===== config.mk =====
export PLATFORM = sky130hd
export DESIGN_NAME = tlb_refill_walker
export DESIGN_NICKNAME = d
export VERILOG_FILES = /design/src/rtl/tlb_refill_walker.sv
export SDC_FILE = /design/constraint.sdc
export NUM_CORES = 1
export LEC_CHECK = 0
export ABC_AREA = 0
export ABC_CLOCK_PERIOD_IN_PS = 1600
export CAP_MARGIN = 20
export CORE_ASPECT_RATIO = 1.4
export CORE_MARGIN = 10
export CORE_UTILIZATION = 30
export CTS_BUF_LIST = sky130_fd_sc_hd__clkbuf_8 sky130_fd_sc_hd__clkbuf_16
export DETAILED_ROUTE_END_ITERATION = 7
export GPL_TIMING_DRIVEN = 0
export RECOVER_POWER = 50
export SLEW_MARGIN = 25
export SYNTH_ARGS = -nofsm -noshare
export SYNTH_HDL_FRONTEND = slang
export SYNTH_SLANG_ARGS = --single-unit

===== constraint.sdc =====
create_clock -name clk -period 1.6 [get_ports clk]
set_input_delay 0.24 -clock clk [delete_from_list [all_inputs] [get_ports clk]]
set_output_delay 0.24 -clock clk [all_outputs]
set_load 0.05 [all_outputs]

===== src/rtl/tlb_refill_walker.sv =====
// -----------------------------------------------------------------------------
// tlb_refill_walker
//   Hardware TLB refill engine. On a TLB miss it walks a two-level page table
//   through a req/ack memory read port, then either writes the translation
//   into the TLB's random-write port (tlbwr/vpn/pte) or pulses a page fault.
//
//   Optional feature macro: TLB_WALK_PERF_EN
//     defined   -> walk_cnt / fault_cnt are saturating event counters
//     undefined -> both counters are tied to 16'h0000
//
// Ports
//   clk        in   clock, all state changes on the rising edge
//   clr        in   synchronous active-high reset, highest priority
//   miss       in   level miss flag from the TLB lookup path
//   miss_vpn   in   VPN that missed, stable while miss is high
//   ptbr       in   page-table base byte address (bits [11:0] ignored)
//   mem_req    out  memory read request (registered)
//   mem_addr   out  word-aligned read byte address (registered)
//   mem_ack    in   read done, mem_rdata valid in the same cycle
//   mem_rdata  in   read data; bit 31 = present, [30:24] ignored
//   tlbwr      out  one-cycle TLB write strobe
//   vpn        out  VPN written to the TLB
//   pte        out  PTE written to the TLB
//   busy       out  high whenever the walker is not idle
//   fault      out  one-cycle page-fault pulse
//   fault_lvl  out  0 = level-1 entry absent, 1 = level-2 entry absent
//   walk_cnt   out  completed refills
//   fault_cnt  out  faults taken
// -----------------------------------------------------------------------------
module tlb_refill_walker #(
  parameter int VPN_W = 20,
  parameter int PTE_W = 24
) (
  input  logic             clk,
  input  logic             clr,
  input  logic             miss,
  input  logic [VPN_W-1:0] miss_vpn,
  input  logic [31:0]      ptbr,
  output logic             mem_req,
  output logic [31:0]      mem_addr,
  input  logic             mem_ack,
  input  logic [31:0]      mem_rdata,
  output logic             tlbwr,
  output logic [VPN_W-1:0] vpn,
  output logic [PTE_W-1:0] pte,
  output logic             busy,
  output logic             fault,
  output logic             fault_lvl,
  output logic [15:0]      walk_cnt,
  output logic [15:0]      fault_cnt
);

  // The table geometry (10-bit L1 index, 10-bit L2 index, 20-bit frame)
  // assumes VPN_W = 20 and PTE_W <= 24.
  typedef enum logic [2:0] {
    S_IDLE     = 3'd0,
    S_L1       = 3'd1,
    S_L2       = 3'd2,
    S_WRITE    = 3'd3,
    S_FAULT    = 3'd4,
    S_WAIT_CLR = 3'd5
  } state_t;

  state_t state_r;

  // Bits the walker deliberately never looks at.
  logic unused_bits_s;
  assign unused_bits_s = &{1'b0, ptbr[11:0], mem_rdata[30:24]};

  // Walk sequencer: owns the state and every registered output. The L2 table
  // frame is never stored separately; it goes straight into mem_addr.
  always_ff @(posedge clk) begin
    if (clr) begin
      state_r   <= S_IDLE;
      mem_req   <= 1'b0;
      mem_addr  <= 32'h0000_0000;
      tlbwr     <= 1'b0;
      vpn       <= {VPN_W{1'b0}};
      pte       <= {PTE_W{1'b0}};
      busy      <= 1'b0;
      fault     <= 1'b0;
      fault_lvl <= 1'b0;
    end else begin
      // Strobes default low so they last exactly one cycle.
      tlbwr <= 1'b0;
      fault <= 1'b0;
      case (state_r)
        S_IDLE: begin
          if (miss) begin
            vpn      <= miss_vpn;
            mem_req  <= 1'b1;
            mem_addr <= {ptbr[31:12], miss_vpn[19:10], 2'b00};
            busy     <= 1'b1;
            state_r  <= S_L1;
          end else begin
            state_r  <= S_IDLE;
          end
        end
        S_L1: begin
          if (mem_ack) begin
            if (mem_rdata[31]) begin
              // mem_req stays high; only the address moves to the L2 entry.
              mem_addr <= {mem_rdata[19:0], vpn[9:0], 2'b00};
              state_r  <= S_L2;
            end else begin
              mem_req   <= 1'b0;
              fault     <= 1'b1;
              fault_lvl <= 1'b0;
              state_r   <= S_FAULT;
            end
          end else begin
            state_r <= S_L1;
          end
        end
        S_L2: begin
          if (mem_ack) begin
            mem_req <= 1'b0;
            if (mem_rdata[31]) begin
              pte     <= mem_rdata[PTE_W-1:0];
              tlbwr   <= 1'b1;
              state_r <= S_WRITE;
            end else begin
              fault     <= 1'b1;
              fault_lvl <= 1'b1;
              state_r   <= S_FAULT;
            end
          end else begin
            state_r <= S_L2;
          end
        end
        S_WRITE: begin
          state_r <= S_WAIT_CLR;
        end
        S_FAULT: begin
          state_r <= S_WAIT_CLR;
        end
        S_WAIT_CLR: begin
          // A miss still held from the finished walk must not restart it.
          if (!miss) begin
            busy    <= 1'b0;
            state_r <= S_IDLE;
          end else begin
            state_r <= S_WAIT_CLR;
          end
        end
        default: begin
          mem_req <= 1'b0;
          busy    <= 1'b0;
          state_r <= S_IDLE;
        end
      endcase
    end
  end

`ifdef TLB_WALK_PERF_EN
  // Saturating refill and fault counters, stepped once per WRITE / FAULT cycle.
  always_ff @(posedge clk) begin
    if (clr) begin
      walk_cnt  <= 16'h0000;
      fault_cnt <= 16'h0000;
    end else begin
      if ((state_r == S_WRITE) && (walk_cnt != 16'hffff)) begin
        walk_cnt <= walk_cnt + 16'h0001;
      end else begin
        walk_cnt <= walk_cnt;
      end
      if ((state_r == S_FAULT) && (fault_cnt != 16'hffff)) begin
        fault_cnt <= fault_cnt + 16'h0001;
      end else begin
        fault_cnt <= fault_cnt;
      end
    end
  end
`else
  assign walk_cnt  = 16'h0000;
  assign fault_cnt = 16'h0000;
`endif

endmodule


Word-level counts from Yosys, hierarchy flattened
Cells that the tools add are included. Widths: inputs -> output; s select.

Flip-flop bits (word level): 84. Input port bits: 88. Output and inout bits: 113.

Eq/ne operators: 12. Multiplexer cells: 23. Bitwise gates (word level): 5. Reductions and logical operators: 15.

Operators with widths (count): $mux 32 (3); $pmux 32 s2 (1); $mux 3 (5); $pmux 3 s5 (1); $ne 2x2->1 const B (7); $mux 1 (10); $reduce_and 5->1 (2); $reduce_or 3->1 (3); $eq 3x2->1 const B (2); $eq 3x3->1 const B (2); $reduce_and 3->1 (2); $not 1->1 (5); $pmux 1 s4 (1); $reduce_and 4->1 (1); $reduce_bool 2->1 (2); $reduce_or 2->1 (2); $reduce_or 4->1 (1); $eq 3x1->1 const B (1); $logic_not 3->1 (1); $pmux 1 s3 (1); $pmux 1 s2 (1); $reduce_and 2->1 (1).

Longest topological paths before layout
Gate-level depths: netlist of the first run.

Depth in word-level cells: 4. Gate-level depth with buffers: 6. Depth with buffers taken out: 3.

Worst setup path before layout of the first run
No wires, ideal clock.

Path kind: reg2reg. Start: register state_r[0]. End: register vpn[0]. Library setup time: 0.132 ns. Arrival time: 1.263 ns. Data required time: 1.468 ns. Path slack: 0.205 ns. Stages on the path, launching flop included: 6. Path buffers: 2. Clock period less this slack: 1.395 ns. Cell sequence: dfxtp_1 -> buf_4 -> or4b_1 -> clkbuf_1 -> nand2_1 -> a21oi_1.

Word-level cells in the longest chain between the ends: 2.

Ends and longest elaborated chain: start, declared (RTL line 64) `state_t state_r;`; start signal, assigned (RTL line 74) `state_r <= S_IDLE;`; start signal, assigned (RTL line 94) `state_r <= S_L1;`; start signal, assigned (RTL line 96) `state_r <= S_IDLE;`; $logic_not 3->1 (RTL line 87) `case (state_r)`; $reduce_and 2->1 (no source line); end signal, assigned (RTL line 78) `vpn <= {VPN_W{1'b0}};`; end signal, assigned (RTL line 90) `vpn <= miss_vpn;`; end, declared (RTL line 44) `output logic [VPN_W-1:0] vpn,`.

No other way between the ends. A chain may end at the register's enable or synchronous reset.

Worst setup path after layout of the first run
Start: register state_r[1]. End: register mem_addr[7].

Word-level cells in the longest chain between the ends: 3. Elaborated cells on any way between the ends: 8. Those cells by class: eq/ne: 4; mux: 1; reduce/logical: 3.

Ends and longest elaborated chain: $eq 3x1->1 or $logic_not 3->1 (tied branches) (RTL line 87); $ne 2x2->1 (no source line) or $reduce_bool 2->1 (tied branches); $reduce_and 4->1 (no source line); end signal, assigned (RTL line 92) `mem_addr <= {ptbr[31:12], miss_vpn[19:10], 2'b00};`; end signal, assigned (RTL line 103) `mem_addr <= {mem_rdata[19:0], vpn[9:0], 2'b00};`; end, declared (RTL line 40) `output logic [31:0] mem_addr,`.

Parallel ways exist; a longest one is shown, timed or not.

==> results of run 1 <==
[worst max path at each step]
stage               slack [ps]                  endpoint                  start  cells past startpoint
floorplan                  200       vpn[0]$_SDFFE_PP0P_  state_r[0]$_SDFF_PP0_                      5
global placement          -310      pte[19]$_SDFFE_PP0P_                mem_ack                      5
detailed placement        -350      pte[14]$_SDFFE_PP0P_                mem_ack                      5
CTS                          2       pte[9]$_SDFFE_PP0P_                mem_ack                      5
global route               -10      pte[21]$_SDFFE_PP0P_  state_r[2]$_SDFF_PP0_                      4
finish                      60  mem_addr[7]$_SDFFE_PP0P_  state_r[1]$_SDFF_PP0_                      6
[critical path, stage by stage (launching register included)]
cell	delay (ps)
dfxtp_1	340
buf_6	150
or2_1	190
buf_2	160
a21o_4	210
buf_6	150
a211oi_1	250
[cells in the mapped netlist (2+ instances only)]
cell,number
buf_6,4
buf_2,10
a211oi_1,61
mux2_2,30
nand3_1,25
clkbuf_1,25
nor3b_1,2
a21oi_1,47
nand2_1,41
nand2b_1,3
nor3_1,2
buf_4,37
inv_1,34
dfxtp_1,82
o21ai_0,28
[kinds of logic (layout without fill, tap and decap cells)]
logic type      after synthesis  after routing  share of synthesized area (%)
fa+ha+maj                     1              1                          0.257
simple gates                 83             83                           10.5
compound gates              142            142                           22.9
buf+inv                     111            274                           15.3
other cells                   1             34                         0.0961
xor+xnor                      1              1                          0.224
flops                        82             82                           42.1
mux                          30             30                           8.66
[cell type report]
cell class | count | area [µm²] | area share [%]
plain buffers | 77 | 502 | 8.24
clock buffers | 9 | 225 | 3.70
clock inverters | 7 | 126 | 2.08
inverters | 34 | 128 | 2.10
multi-input cells | 291 | 1910 | 31.3
flip-flops and latches | 82 | 1640 | 27.0
well taps | 153 | 191 | 3.14
repair buffers | 147 | 1370 | 22.4
[state kept, by name, summed over array words and instances (netlist names)]
name and flops:
state_r 3, pte 24, mem_req 1, fault_lvl 1, vpn 20, mem_addr 30, busy 1, fault 1
tlbwr 1
[repair_timing]
item	in CTS	in global routing
resized for setup	90	44
pin swaps	0	1
endpoints found under the setup margin	122	73
hold buffers	0	0
setup buffers	0	1
[per-stage QoR]
step,setup slack [ps],util (%),power [mW],setup TNS (ps)
after floorplan,205,-,3.66,0
after global placement,-307,44.3,4.32,-19150
after detailed placement,-354,44.3,4.34,-20920
after CTS,2.50,46.4,6.69,0
after global routing,-13.4,47.5,6.99,-23.0
final,56.8,47.5,6.70,0
[power groups by stage]
stage               clock [mW]  combinational (mW)  sequential [mW]
floorplan                    0               0.814             2.84
global placement             0                1.99             2.33
detailed placement           0                2.01             2.33
CTS                       2.48                1.92             2.28
global route              2.57                2.12             2.30
finish                    2.43                1.99             2.28
[metal layers]
metal | vias up | routed length, µm
met5 | - | 0
met4 | 0 | 257
met3 | 21 | 1190
met2 | 134 | 7420
met1 | 1795 | 5640
li1 | 1896 | -
==> results.txt, run 1 <==
----------------------------------------------------
[Synthesis]
  Area contributors post-synth ... dfxtp_1, a211oi_1, mux2_2
  Most used flip-flop cell after synthesis ... dfxtp_1
  Area share of the largest cell type after synthesis ... 42.1%
  Number of storage elements in the synthesis netlist ... 82
  Synthesized area per cell ... 8.65 µm²
  Register area share after synthesis ... 42.1%
  Share of synthesized flip-flops with an asynchronous set or reset ... 0%
  Instance count of the mapped netlist ... 451
  Post-synthesis instance area ... 3900 µm²
  Yosys cell types ... 35
  Synth area leader ... dfxtp_1
  Yosys warns ... 0
  Number of enable flip-flop cells after synthesis ... 0

[Finish]
  Fillers ... 1302
  Most frequent standard cell in the layout excluding fill and tap cells ... dfxtp_1
  Fraction of final layout cells with drive strength greater than 1 ... 21.3%
  Count of non-filler cells in the finished layout ... 800
  Synthesis-to-layout area growth ... 56.0%
  Antenna cell count ... 0
  Commonest non-fill, non-tap cells in the layout ... dfxtp_1, dlygate4sd2_1, clkdlybuf4s50_1
  # nets final ... 730
  Final instance area ... 6090 µm²

[Die]
  Die boundary height ... 155 µm
  Width of the die ... 116 µm
  Number of cell rows ... 49
  Starting Density ... 30.5%
  Area of the die ... 18000 µm²
  I/O pin count ... 201
  Placeable core region ... 12800 µm²

[Power and ir drop]
  Switching power ... 2.28 mW
  Clock network fraction of design power ... 36.2%
  VDD IR-drop max ... 0.439 mV
  Internal portion of total power ... 4.43 mW
  Fraction of power spent switching nets ... 34.0%
  Static leakage ... 2.65 nW
  Ratio of total power to cell area ... 1100 nW/µm²
  Sequential cell fraction of total power ... 34.1%
  Portion of total power attributed to combinational logic ... 29.7%

[Critical path]
  Launching point of the worst reg2reg path ... state_r[1]$_SDFF_PP0_
  Data required time at the worst endpoint ... 1850 ps
  Endpoint of the most critical register-to-register path ... mem_addr[7]$_SDFFE_PP0P_
  R2R Setup Slk ... 60 ps
  Highest fanout seen on the critical path ... 10
  Logic depth of the worst register-to-register path ... 6
  Crit path launch type ... flop
  Endpoint kind of the worst setup timing path ... flop
  Startpoint-to-endpoint class of the critical path ... reg -> reg
  Data arrival time of the critical path ... 1790 ps

[Detailed routing]
  Via count normalized by instance count ... 4.81
  Avg WL per Cell ... 18.1 µm
  Post-route DRC ... 0
  Sum of routed wire length over all layers ... 14500 µm
  Detailed Routing Iterations Pass 1 ... 4
  Vias ... 3846
  Number of DRC markers in iteration 0 ... 131
  DRT antenna net count ... 0

[Global routing]
  GRT met2 Usage ... 27.5%
  Largest net degree at the start of global routing ... 16
  Met1 track demand over resource in global routing ... 16.7%
  Number of global-route vias before repair ... 3995
  Met3 demand-to-capacity share in global routing ... 5.54%
  Initial antenna violation count ... 0
  Most Used Layer, Global Route ... met2
  First-pass GRT wire length ... 22000 µm
  GR Overflow Total ... 0
  Total track usage ... 15.5%

[Timing]
  Final Skew ... 8.20 ps
  Slew HR ... 52.8%
  Max Fclk ... 648 MHz
  Number of slew-limit violations in the final report ... 0
  Number of endpoints failing setup at the final stage ... 0
  Slew at the pin with the worst max-slew slack ... 708 ps
  Final hold violation count ... 0
  Setup repair after global routing missed its margin ... yes
  Fin Hold WS ... 374 ps
  Share of the cycle needed by the critical path after routing ... 96.5%
  Fin crit period ... 1540 ps

[Clock network]
  Clock-pin slew on the worst setup and hold paths ... 60 ps
  Inserted Clock Buffers ... 9
  Sinks on Clock Net ... 82
  Number of H-tree branching levels ... 3
  Clock Tree Root ... clkbuf_16
  Number of buffers on the longest clock path ... 2
  Worst-skew pair later-pin latency ... 340 ps
  TritonCTS clock tree ... built

[Min path]
  Hold-critical path endpoint ... fault$_SDFF_PP0_
  Launch instance of the worst min-delay path ... clr
  Classification of the worst-slack hold path ... in -> reg
  Number of cells traversed by the worst hold path ... 2

[Placement]
  Detailed Place HPWL ... 11300 µm
  Routability congestion estimate ... 0.838
  Cell area after placement ... 5680 µm²
  Instance count after placement with tap cells included ... 783
  Port Buf Inserts ... 146

[Flow run]
  Max-cap violations ... 0

[Status]
  Outcome ... finished, final reports clean

----------------------------------------------------
(Power assumes the default switching activity.)
==> inputs of run 2 (changes only) <==
PLACE_DENSITY = 0.66   (was default)
==> run 2 against run 1 <==
Register-to-register slack is essentially flat. Sequential power hardly changed. Critical path type unchanged. Flip-flop and latch count did not move. Final area fell by 1.2%. First-iteration DRC count rose by 34%. Non-clock buffer count rose by 1.
==> results.txt, run 2 (synthesis gave the netlist of run 1 again) <==
----------------------------------------------------
[Critical path]
  Buffers & Inverters on Critical Path ... 2
  Delay of the slowest cell on the worst path ... 370 ps
  Startpoint-to-endpoint class of the critical path ... reg -> reg
  Cell Chain, Critical Path ... buf_4 -> clkbuf_4 -> mux2_2 -> a211oi_1 -> a211oi_1
  Slowest stage cell, crit path ... mux2_2
  Highest fanout seen on the critical path ... 10
  Cell type with the highest occurrence count on the critical path ... a211oi_1
  Data arrival time of the critical path ... 1730 ps
  Data required time at the worst endpoint ... 1800 ps
  CP top delay family ... buffers and inverters
  Endpoint kind of the worst setup timing path ... flop
  Crit path launch type ... flop

[Finish]
  # nets final ... 731
  Final core area utilization ... 46.9%
  Commonest non-fill, non-tap cells in the layout ... dfxtp_1, dlygate4sd2_1, clkdlybuf4s50_1
  Number of flip-flops under the largest register name ... 30
  Count of non-filler cells in the finished layout ... 801
  Antenna cell count ... 0
  Register with the highest flop count ... mem_addr
  Synthesis-to-layout area growth ... 54.1%
  Most frequent standard cell in the layout excluding fill and tap cells ... dfxtp_1
  Fraction of final layout cells with drive strength greater than 1 ... 19.1%
  Largest registers ... mem_addr (30), pte (24), vpn (20)

[Flow run]
  Max-cap violations ... 0

[Die]
  Starting Density ... 30.5%
  Area of the die ... 18000 µm²
  I/O pin count ... 201
  Number of cell rows ... 49
  Die boundary height ... 155 µm
  Width of the die ... 116 µm
  Placeable core region ... 12800 µm²

[Detailed routing]
  Vias ... 3859
  Avg WL per Cell ... 17.8 µm
  DRT antenna net count ... 0
  Sum of routed wire length over all layers ... 14300 µm
  Detailed Routing Iterations Pass 1 ... 4
  Number of DRC markers in iteration 0 ... 175
  Via count normalized by instance count ... 4.82
  Post-route DRC ... 0

[Timing]
  Number of endpoints failing setup at the final stage ... 0
  Final Skew ... 5.74 ps
  Final hold violation count ... 0
  Slew HR ... 61.5%
  Share of the cycle needed by the critical path after routing ... 95.9%
  Slew at the pin with the worst max-slew slack ... 577 ps
  Number of slew-limit violations in the final report ... 0
  Fin crit period ... 1530 ps
  Final Worst Setup Slack ... 65.3 ps
  Setup repair after global routing missed its margin ... yes
  Max Fclk ... 652 MHz

[Power and ir drop]
  Ratio of total power to cell area ... 1100 nW/µm²
  Static leakage ... 2.65 nW
  Fraction of power spent switching nets ... 33.6%
  Switching power ... 2.22 mW
  Portion of total power attributed to combinational logic ... 29.3%
  Internal portion of total power ... 4.39 mW
  VDD IR-drop max ... 0.625 mV
  Final Total Pwr ... 6.61 mW
  Clock network fraction of design power ... 36.0%
  Sequential cell fraction of total power ... 34.6%

[Clock network]
  Inserted Clock Buffers ... 9
  Number of H-tree branching levels ... 3
  Clock Tree Root ... clkbuf_16
  Worst-skew pair later-pin latency ... 340 ps
  Clock-pin slew on the worst setup and hold paths ... 60 ps
  Number of buffers on the longest clock path ... 2
  Sinks on Clock Net ... 82
  TritonCTS clock tree ... built

[Global routing]
  GRT met2 Usage ... 26.9%
  Met1 track demand over resource in global routing ... 16.2%
  Total track usage ... 15.2%
  GR Overflow Total ... 0
  First-pass GRT wire length ... 21500 µm
  Met3 demand-to-capacity share in global routing ... 5.39%
  Number of global-route vias before repair ... 3983
  Largest net degree at the start of global routing ... 15
  Most Used Layer, Global Route ... met2
  Initial antenna violation count ... 0

[Min path]
  Classification of the worst-slack hold path ... in -> reg

[Placement]
  Routability congestion estimate ... 0.867
  Pre-CTS setup slack ... -387 ps
  Port Buf Inserts ... 146
  Detailed Place HPWL ... 11300 µm
  Instance count after placement with tap cells included ... 783

[Status]
  Outcome ... finished, final reports clean

----------------------------------------------------
==> run 2: changes by cell type in the layout (fill, tap and decap cells not counted), moves of 2 or more <==
cell      change
buf_2         -5
clkbuf_4      +5
clkbuf_1      -2
a211oi_2     -17
clkbuf_2      +4
a211oi_1     +17
clkinv_2      +2
==> run 2: final cells by class <==
cell class                      instances  area (µm²)
Clock inverter                          7         118
Inverter                               34         128
Fill cell                            1299        6800
Sequential cell                        82        1640
Tap cell                              153         191
Multi-Input combinational cell        291        1820
Clock buffer                            9         225
Buffer                                 77         508
Timing Repair Buffer                  148        1380
==> run 2: stage by stage <==
step	setup TNS, ps	instance area [µm²]	hold WS [ps]
after global placement	-20640	5680	445
after global routing	-121	6010	389
after floorplan	0	4030	376
final	0	6010	362
after detailed placement	-20900	5680	447
after CTS	0	5950	378
==> run 2: worst register-to-register path: cells and delay by family (launching register included) <==
family | cells | cell delay [ps]
flops | 1 | 310
compound gates | 2 | 330
buf+inv | 2 | 380
mux | 1 | 380
==> run 2: final timing paths <==
check | slack, ps | from | depth (start not counted) | end
max | 70 | state_r[0]$_SDFF_PP0_ | 5 | mem_addr[20]$_SDFFE_PP0P_
min | 360 | mem_ack | 3 | state_r[0]$_SDFF_PP0_
max reg2reg | 70 | state_r[0]$_SDFF_PP0_ | 5 | mem_addr[20]$_SDFFE_PP0P_
min reg2reg | 450 | mem_addr[10]$_SDFFE_PP0P_ | 2 | mem_addr[10]$_SDFFE_PP0P_
==> run 2: routing by layer <==
metal / part of all wire (%) / routed length, µm
met4: 1.8 / 253
met2: 52 / 7400
met1: 38 / 5370
met3: 8.8 / 1260
met5: 0 / 0
==> run 2: power groups by stage <==
stage	Combinational (mW)	Clock, mW	Sequential, mW
finish	1.94	2.38	2.29
global route	2.06	2.51	2.31
CTS	1.92	2.43	2.29
detailed placement	2.01	0	2.34
global placement	1.99	0	2.33
floorplan	0.814	0	2.84
==> run 2: timing repair <==
item	4_1_cts	5_1_grt
setup endpoints to repair	117	70
pin swaps	0	1
resized for setup	90	30
gates cloned	0	0
buffers inserted	0	2
hold buffers	0	0
